**src/rtl/chunked_add_sequencer.sv**
```systemverilog
// Multi-cycle wide adder: one CHUNK_WIDTH ripple stage reused over N_CHUNKS clocks.
// Optional subtract mode (op_sub port) enabled by macro CHUNKED_ADD_SEQUENCER_SUB_EN.
module chunked_add_sequencer #(
  parameter int unsigned DATA_WIDTH  = 24,
  parameter int unsigned CHUNK_WIDTH = 6
) (
  input  logic                  clk,
  input  logic                  resetn,
  input  logic                  in_valid,
  output logic                  in_ready,
  input  logic [DATA_WIDTH-1:0] a,
  input  logic [DATA_WIDTH-1:0] b,
`ifdef CHUNKED_ADD_SEQUENCER_SUB_EN
  input  logic                  op_sub,
`endif
  output logic                  out_valid,
  input  logic                  out_ready,
  output logic [DATA_WIDTH:0]   result,
  output logic                  busy
);

  localparam int unsigned N_CHUNKS = DATA_WIDTH / CHUNK_WIDTH;
  localparam int unsigned IdxW     = (N_CHUNKS > 1) ? $clog2(N_CHUNKS) : 1;
  localparam logic [IdxW-1:0] LastIdx = IdxW'(N_CHUNKS - 1);

  if ((CHUNK_WIDTH == 0) || (DATA_WIDTH % CHUNK_WIDTH != 0)) begin : g_width_check
    $error("DATA_WIDTH must be a non-zero multiple of CHUNK_WIDTH");
  end

  typedef enum logic [1:0] {StIdle, StRun, StDone} state_e;

  state_e                state_q, state_d;
  logic [IdxW-1:0]       idx_q, idx_d;
  logic                  carry_q, carry_d;
  logic [DATA_WIDTH-1:0] a_q, a_d, b_q, b_d;
  logic [DATA_WIDTH:0]   result_q, result_d;

  int unsigned            base;
  logic [CHUNK_WIDTH-1:0] a_chunk, b_chunk;
  logic [CHUNK_WIDTH:0]   sum;
  logic                   accept;
  logic                   sub_sel;

`ifdef CHUNKED_ADD_SEQUENCER_SUB_EN
  assign sub_sel = op_sub;
`else
  assign sub_sel = 1'b0;
`endif

  assign in_ready  = (state_q == StIdle) | ((state_q == StDone) & out_ready);
  assign accept    = in_valid & in_ready;
  assign out_valid = (state_q == StDone);
  assign busy      = (state_q != StIdle);
  assign result    = result_q;

  always_comb begin
    state_d  = state_q;
    idx_d    = idx_q;
    carry_d  = carry_q;
    a_d      = a_q;
    b_d      = b_q;
    result_d = result_q;

    base    = 32'(idx_q) * CHUNK_WIDTH;
    a_chunk = a_q[base +: CHUNK_WIDTH];
    b_chunk = b_q[base +: CHUNK_WIDTH];
    sum     = {1'b0, a_chunk} + {1'b0, b_chunk} + (CHUNK_WIDTH + 1)'(carry_q);

    unique case (state_q)
      StIdle: ;
      StRun: begin
        result_d[base +: CHUNK_WIDTH] = sum[CHUNK_WIDTH-1:0];
        carry_d = sum[CHUNK_WIDTH];
        idx_d   = idx_q + 1'b1;
        if (idx_q == LastIdx) begin
          result_d[DATA_WIDTH] = sum[CHUNK_WIDTH];
          idx_d   = '0;
          state_d = StDone;
        end
      end
      StDone: begin
        if (out_ready) state_d = StIdle;
      end
      default: state_d = StIdle;
    endcase

    // Accept overrides DONE->IDLE so a consumed result can be followed with no bubble.
    if (accept) begin
      a_d      = a;
      b_d      = sub_sel ? ~b : b;
      carry_d  = sub_sel;
      idx_d    = '0;
      result_d = '0;
      state_d  = StRun;
    end
  end

  always_ff @(posedge clk or negedge resetn) begin
    if (!resetn) begin
      state_q  <= StIdle;
      idx_q    <= '0;
      carry_q  <= 1'b0;
      a_q      <= '0;
      b_q      <= '0;
      result_q <= '0;
    end else begin
      state_q  <= state_d;
      idx_q    <= idx_d;
      carry_q  <= carry_d;
      a_q      <= a_d;
      b_q      <= b_d;
      result_q <= result_d;
    end
  end

endmodule

```
**config.mk**
```make
export PLATFORM = sky130hd
export DESIGN_NAME = chunked_add_sequencer
export DESIGN_NICKNAME = d
export VERILOG_FILES = /design/src/rtl/chunked_add_sequencer.sv
export SDC_FILE = /design/constraint.sdc
export NUM_CORES = 1
export LEC_CHECK = 0
export BUFFER_PORTS_ARGS = -buffer_cell sky130_fd_sc_hd__buf_2
export CAP_MARGIN = 20
export CORE_MARGIN = 5
export CORE_UTILIZATION = 30
export DETAILED_ROUTE_END_ITERATION = 12
export HOLD_SLACK_MARGIN = 0.03
export PLACE_DENSITY_LB_ADDON = 0.08
export SYNTH_ARGS = -nofsm -noshare
export SYNTH_HDL_FRONTEND = slang
export SYNTH_SLANG_ARGS = --single-unit
```
**constraint.sdc**
```tcl
create_clock -name clk -period 3.74 [get_ports clk]
set_input_delay 0.748 -clock clk [delete_from_list [all_inputs] [get_ports clk]]
set_output_delay 0.748 -clock clk [all_outputs]
set_load 0.005 [all_outputs]
```
# After elaboration in Yosys (flattened, before gate mapping)
# Index checks and enable logic that the tools add are counted.
[word_totals] register_bits=78 in_bits=52 word_cells=41
[op_classes] mux=13 bitwise=3 multipliers=1 n_reduce_logical=4 n_shift=4 add_sub_neg=4 n_eq_ne=6
[op_table] cell="25-bit 2-to-1 mux" n=2
[op_table] cell="24-bit by 6-bit variable part select with 6-bit output" n=2
[op_table] cell="5-bit negator with 34-bit output" n=1
[op_table] cell="6-bit by 34-bit variable shift with 25-bit output (first input constant)" n=1
[op_table] cell="6-bit by 34-bit variable part select with 25-bit output" n=1
[op_table] cell="25-bit bitwise mux" n=1
[op_table] cell="2-bit 2-to-1 mux" n=6
[op_table] cell="6-bit by 6-bit adder with 7-bit output" n=1
[op_table] cell="7-bit by 1-bit adder with 7-bit output" n=1
[op_table] cell="2-bit one-hot mux with 3 select lines" n=1
[op_table] cell="2-bit == test (second input constant)" n=2
[op_table] cell="2-bit by 2-bit multiplier with 4-bit output (second input constant)" n=1
[op_table] cell="2-bit nonzero test" n=2
[op_table] cell="1-bit 2-to-1 mux" n=3
[op_table] cell="3-bit by 1-bit inequality test with 1-bit output (second input constant)" n=1
[op_table] cell="3-bit inequality test (second input constant)" n=1
[op_table] cell="3-bit AND reduction" n=1
[op_table] cell="2-bit by 1-bit adder with 2-bit output (second input constant)" n=1
[op_table] cell="1-bit bitwise AND" n=2
[op_table] cell="2-bit by 1-bit == test with 1-bit output (second input constant)" n=1
[op_table] cell="2-bit zero test" n=1
[op_table] cell="2-bit inequality test (second input constant)" n=1
[op_table] cell="1-bit OR" n=1

# Depth between registers and ports, before layout
[logic_depth] word_depth=9 depth_mapped=10 ltp_nobuf=8

# Worst setup path before layout
# No wires, ideal clock.
[synth_path] kind="flip-flop to flip-flop" from="register idx_q[0]" to="register result_q[24], in the netlist result[24]" t_arrival_ps=3229 synth_period_minus_slack_ps=3325 path_stages_with_launch=11 setup_slack_ps=415 required_time_ps=3645 cell_sequence="dfrtp_1 buf_2 buf_2 mux4_2 fa_1 fa_1 a211o_1 o21ai_0 xnor2_1 a31oi_1 o31ai_1"
[synth_between] elab_chain_len=9 word_cells_on_any_way=13 cone_classes="add/sub (3); mul (1); eq/ne (1); shift (4); mux (4)"
[synth_lines] element="from (decl)" line_no="33" rtl="logic [IdxW-1:0] idx_q, idx_d;"
[synth_lines] element="from (signal assigned)" line_no="108" rtl="idx_q <= idx_d;"
[synth_lines] element="2-bit by 2-bit multiplier with 4-bit output" line_no="64" rtl="base = 32'(idx_q) * CHUNK_WIDTH;"
[synth_lines] element="24-bit by 6-bit variable part select with 6-bit output (on tied branches)" line_no="65, 66"
[synth_lines] element="6-bit by 6-bit adder with 7-bit output" line_no="67" rtl="sum = {1'b0, a_chunk} + {1'b0, b_chunk} + (CHUNK_WIDTH + 1)'(carry_q);"
[synth_lines] element="7-bit by 1-bit adder with 7-bit output" line_no="67"
[synth_lines] element="6-bit by 34-bit variable part select with 25-bit output" line_no="72" rtl="result_d[base +: CHUNK_WIDTH] = sum[CHUNK_WIDTH-1:0];"
[synth_lines] element="25-bit bitwise mux" line_no="72"
[synth_lines] element="1-bit 2-to-1 mux *" line_no="75" rtl="if (idx_q == LastIdx) begin"
[synth_lines] element="25-bit 2-to-1 mux *" line_no="69" rtl="unique case (state_q)"
[synth_lines] element="25-bit 2-to-1 mux *" line_no="88" rtl="if (accept) begin"
[synth_lines] element="to (signal assigned)" line_no="112" rtl="result_q <= result_d;"
[synth_lines] element="to (decl)" line_no="36" rtl="logic [DATA_WIDTH:0] result_q, result_d;"
# Every way passes the cells marked *; elsewhere a longest branch is shown, timed or not. The select of a mux whose other input is x is not followed.
# A chain may end at the register's enable or synchronous reset.

# Final worst setup path
[layout_path] from="register idx_q[0]" to="register result_q[9], in the netlist result[9]"
[layout_between] elab_chain_len=8 word_cells_on_any_way=11 cone_classes="add/sub (3); mul (1); shift (4); mux (3)"
[layout_lines] element="2-bit by 2-bit multiplier with 4-bit output *" line_no="64"
[layout_lines] element="24-bit by 6-bit variable part select with 6-bit output (on tied branches)" line_no="65, 66"
[layout_lines] element="6-bit by 6-bit adder with 7-bit output" line_no="67"
[layout_lines] element="7-bit by 1-bit adder with 7-bit output" line_no="67"
[layout_lines] element="6-bit by 34-bit variable part select with 25-bit output" line_no="72"
[layout_lines] element="25-bit bitwise mux *" line_no="72"
[layout_lines] element="25-bit 2-to-1 mux *" line_no="69"
[layout_lines] element="25-bit 2-to-1 mux *" line_no="88"
# Marked as above.

==> impl_metrics.py <==
metrics = {
    "logic_synthesis": {
        "share_of_the_synthesized_area_in_compound_gates_ao_oa_aoi_oai_pct": 9.99,
        "post-synth-top-area-fraction_pct": 50.9,
        "post_synth.cell_area_avg_sq_um": 12.8,
        "mappedNetlistNets": 365,
        "postSynth.topFlopCell": "sky130_fd_sc_hd__dfrtp_1",
        "synth_area_leaders": "sky130_fd_sc_hd__dfrtp_1, sky130_fd_sc_hd__mux2_2, sky130_fd_sc_hd__mux4_2, sky130_fd_sc_hd__ha_1, sky130_fd_sc_hd__o21ai_0",
        "synth.yosys.warnings": 0,
        "synth_simple_gate_area_share_pct": 8.52,
        "yosysTopAreaCell": "sky130_fd_sc_hd__dfrtp_1",
        "post_synth_xor_area_fraction_pct": 1.37,
        "distinct_cells_synth": 47,
        "synth_seq_cells": 78,
        "synth_edf_count": 0,
        "asyncSetResetFlopFracSynth_pct": 100,
        "yosys.area_share.adder_pct": 4.64,
        "synth-seq-area-share_pct": 50.9,
        "synth_top_family_by_area": "multiplexers",
        "synth_area_sq_mm": 0.00383,
        "synthCells": 300,
        "post_synth_mux_area_share_pct": 21.7,
    },
    "worst_setup_path": {
        "worst-r2r-cell-count": 8,
        "critical_path.reg2reg.startpoint": "idx_q[0]",
        "worstPathRequired_ns": 3.96,
        "top_cell_family_by_delay_on_the_critical_path": "compound AO/OA/AOI/OAI gates",
        "critPathArrivalTime_ns": 3.55,
        "critical_path.max_stage_delay_ns": 0.63,
        "criticalPathCategory": "reg -> reg",
        "r2r_end": "result[9]",
        "regToRegSetupSlack_ns": 0.41,
        "crit_path_start_kind": "flip-flop",
        "critPathSlowestCell": "sky130_fd_sc_hd__dfrtp_1",
        "crit_fanout": 22,
        "capturing_element_type_of_the_critical_path": "flip-flop",
        "path_cells": "buf_4 -> mux4_2 -> ha_1 -> a211oi_2 -> nor2_1 -> xor2_1 -> a311o_1 -> a22o_1",
        "worst-path-buf-inv": 1,
    },
    "layout": {
        "fraction_of_final_layout_cells_with_drive_strength_greater_than_1_pct": 43.4,
        "fin_nets": 448,
        "synthToLayoutAreaGrowth_pct": 23.8,
        "stdcell_count": 559,
        "finish.utilization_pct": 37.7,
        "nFillCells": 1250,
        "antenna_cells_inserted": 0,
        "multiInputGateArea_sq_mm": 0.00178,
        "register_area_sq_mm": 0.00195,
    },
    "floorplan": {
        "fp.dieW_um": 123,
        "die_h_um": 123,
        "num_rows": 41,
        "io-pin-count": 80,
        "initial_utilization_pct": 30.5,
        "die-area_sq_mm": 0.0151,
        "core_area_sq_mm": 0.0126,
    },
    "sta": {
        "timing.final.hold_violations": 0,
        "setup_viol": 0,
        "relSlewSlack_pct": 57.0,
        "min_period_ns": 3.33,
        "min_period_over_period_pct": 89.1,
        "worst-slew-pin-transition_ns": 0.645,
        "final-max-slew-violation-count": 0,
        "rsz0062_at_grt": "false",
        "worst_skew_ns": 0.0111,
        "setup-tns-final_ns": 0,
        "maxClockFrequency_mhz": 300,
    },
    "placed_design": {
        "dp_cells": 543,
        "place.port_buffers": 79,
        "place_congestion": 0.748,
        "dpl.hpwl_um": 7210,
    },
    "clock_network": {
        "numCtsBuffers": 9,
        "cts-root-to-sink-buffers": 2,
        "ctsHoldBuffers": 0,
        "clk-insertion-delay-late_ns": 0.35,
        "clk_pin_slew_worst_paths_ns": 0.06,
        "htree_num_levels": 3,
        "clkSinkCount": 78,
        "cts_resized": 0,
        "postCtsSetupBuffers": 0,
        "tritoncts": "built",
        "ctsRootBufferMaster": "sky130_fd_sc_hd__clkbuf_16",
    },
    "detailed_routing": {
        "ant_nets": 0,
        "post_drt_via_cell_ratio": 4.78,
        "wl_per_cell_um": 17.5,
        "via_count": 2674,
        "postRouteWirelength_um": 9760,
        "drcViolationCount": 0,
        "first_pass_iters": 4,
        "drc_violation_total_after_the_first_tritonroute_iteration": 111,
    },
    "global_routing": {
        "number_of_global_route_vias_before_repair": 2804,
        "grt_overflow": 0,
        "grt_start_max_net_pins": 79,
        "grt_first_pass_wirelength_um": 15500,
        "gr-usage-all-layers_pct": 13.8,
        "number_of_antenna_violations_at_the_first_check_in_global_routing": 0,
    },
    "power_and_ir_drop": {
        "fin_total_pwr_mw": 5.09,
        "max-vdd-ir-drop_uv": 417,
        "p_per_area_mw_per_mm2": 1070,
        "power.static_leakage_nw": 2.13,
    },
    "run_status": {
        "run_status": "finished clean",
    },
    "hold_path": {
        "timing.hold.worst.class": "in -> async",
    },
    "run": {
        "cap_viol_max_count": 0,
    },
}
[sequential cells by signal (all words and copies together) (netlist names)]
signal   flops
result      25
carry_q      1
state_q      2
idx_q        2
b_q         24
a_q         24
[cells by family (layout without fill, tap and decap cells)]
| family | after synthesis | after routing |
|---|---|---|
| AOI/OAI and AO/OA | 58 | 58 |
| xor gates and xnor gates | 6 | 6 |
| adders and majority gates | 13 | 13 |
| buffers and inverters | 23 | 110 |
| DFF | 78 | 78 |
| muxes | 62 | 62 |
| and+or+nand+nor | 60 | 60 |
[Yosys cell counts (4+ instances only)]
library cell,number
sky130_fd_sc_hd__a21oi_1,10
sky130_fd_sc_hd__a22o_1,7
sky130_fd_sc_hd__buf_2,12
sky130_fd_sc_hd__dfrtp_1,78
sky130_fd_sc_hd__ha_1,11
sky130_fd_sc_hd__inv_1,7
sky130_fd_sc_hd__mux2_2,48
sky130_fd_sc_hd__mux4_2,12
sky130_fd_sc_hd__nand2_1,22
sky130_fd_sc_hd__nor2_1,13
sky130_fd_sc_hd__nor2b_1,4
sky130_fd_sc_hd__o211ai_1,6
sky130_fd_sc_hd__o21ai_0,18
[power by group]
| group | switching, mW | leakage, nW | total [mW] | internal [mW] |
|---|---|---|---|---|
| logic | 1.58 | 1.02 | 2.80 | 1.22 |
| clock network | 0.336 | 0.135 | 0.868 | 0.532 |
| registers | 0.232 | 0.972 | 1.43 | 1.20 |
[metal layers]
metal,wire length (um),track usage (%)
met1,4390,18.3
met4,198,6.30
met5,0,0
met2,4700,21.6
met3,462,3.29
[through the flow]
stage	instance area [sq um]	worst slack, ns	hold slack, ns
3_3_place_gp	4420	0.428	0.470
2_1_floorplan	3830	0.415	0.452
3_5_place_dp	4420	0.383	0.476
6_report	4740	0.408	0.355
4_1_cts	4710	0.372	0.489
5_1_grt	4740	0.142	0.387
[cell type report]
| cell class | instances | area share [%] |
|---|---|---|
| flip-flops and latches | 78 | 41.2 |
| well taps | 172 | 4.54 |
| repair buffers | 87 | 10.1 |
| multi-input cells | 199 | 37.4 |
| clock buffers | 12 | 5.20 |
| clock inverters | 3 | 0.950 |
| inverters | 8 | 0.633 |
[how the worst max path moves through the flow]
| stage | from | end | slack [ns] | cells after the start |
|---|---|---|---|---|
| after floorplan | idx_q[0] | result[24] | 0.42 | 10 |
| after global placement | idx_q[0] | result[4] | 0.43 | 7 |
| after detailed placement | idx_q[0] | result[24] | 0.38 | 8 |
| after CTS | idx_q[0] | result[5] | 0.37 | 8 |
| after global routing | idx_q[0] | result[16] | 0.14 | 8 |
| final | idx_q[0] | result[9] | 0.41 | 8 |
[layout by cell type (no fill, tap or decap), drive strengths merged, types with 8 or more instances in the layout]
| master | n |
|---|---|
| buf | 87 |
| dfrtp | 78 |
| mux2 | 48 |
| nand2 | 22 |
| o21ai | 20 |
| nor2 | 13 |
| mux4 | 12 |
| clkbuf | 12 |
| ha | 11 |
| a21oi | 10 |
| inv | 8 |
(Power assumes the default switching activity.)
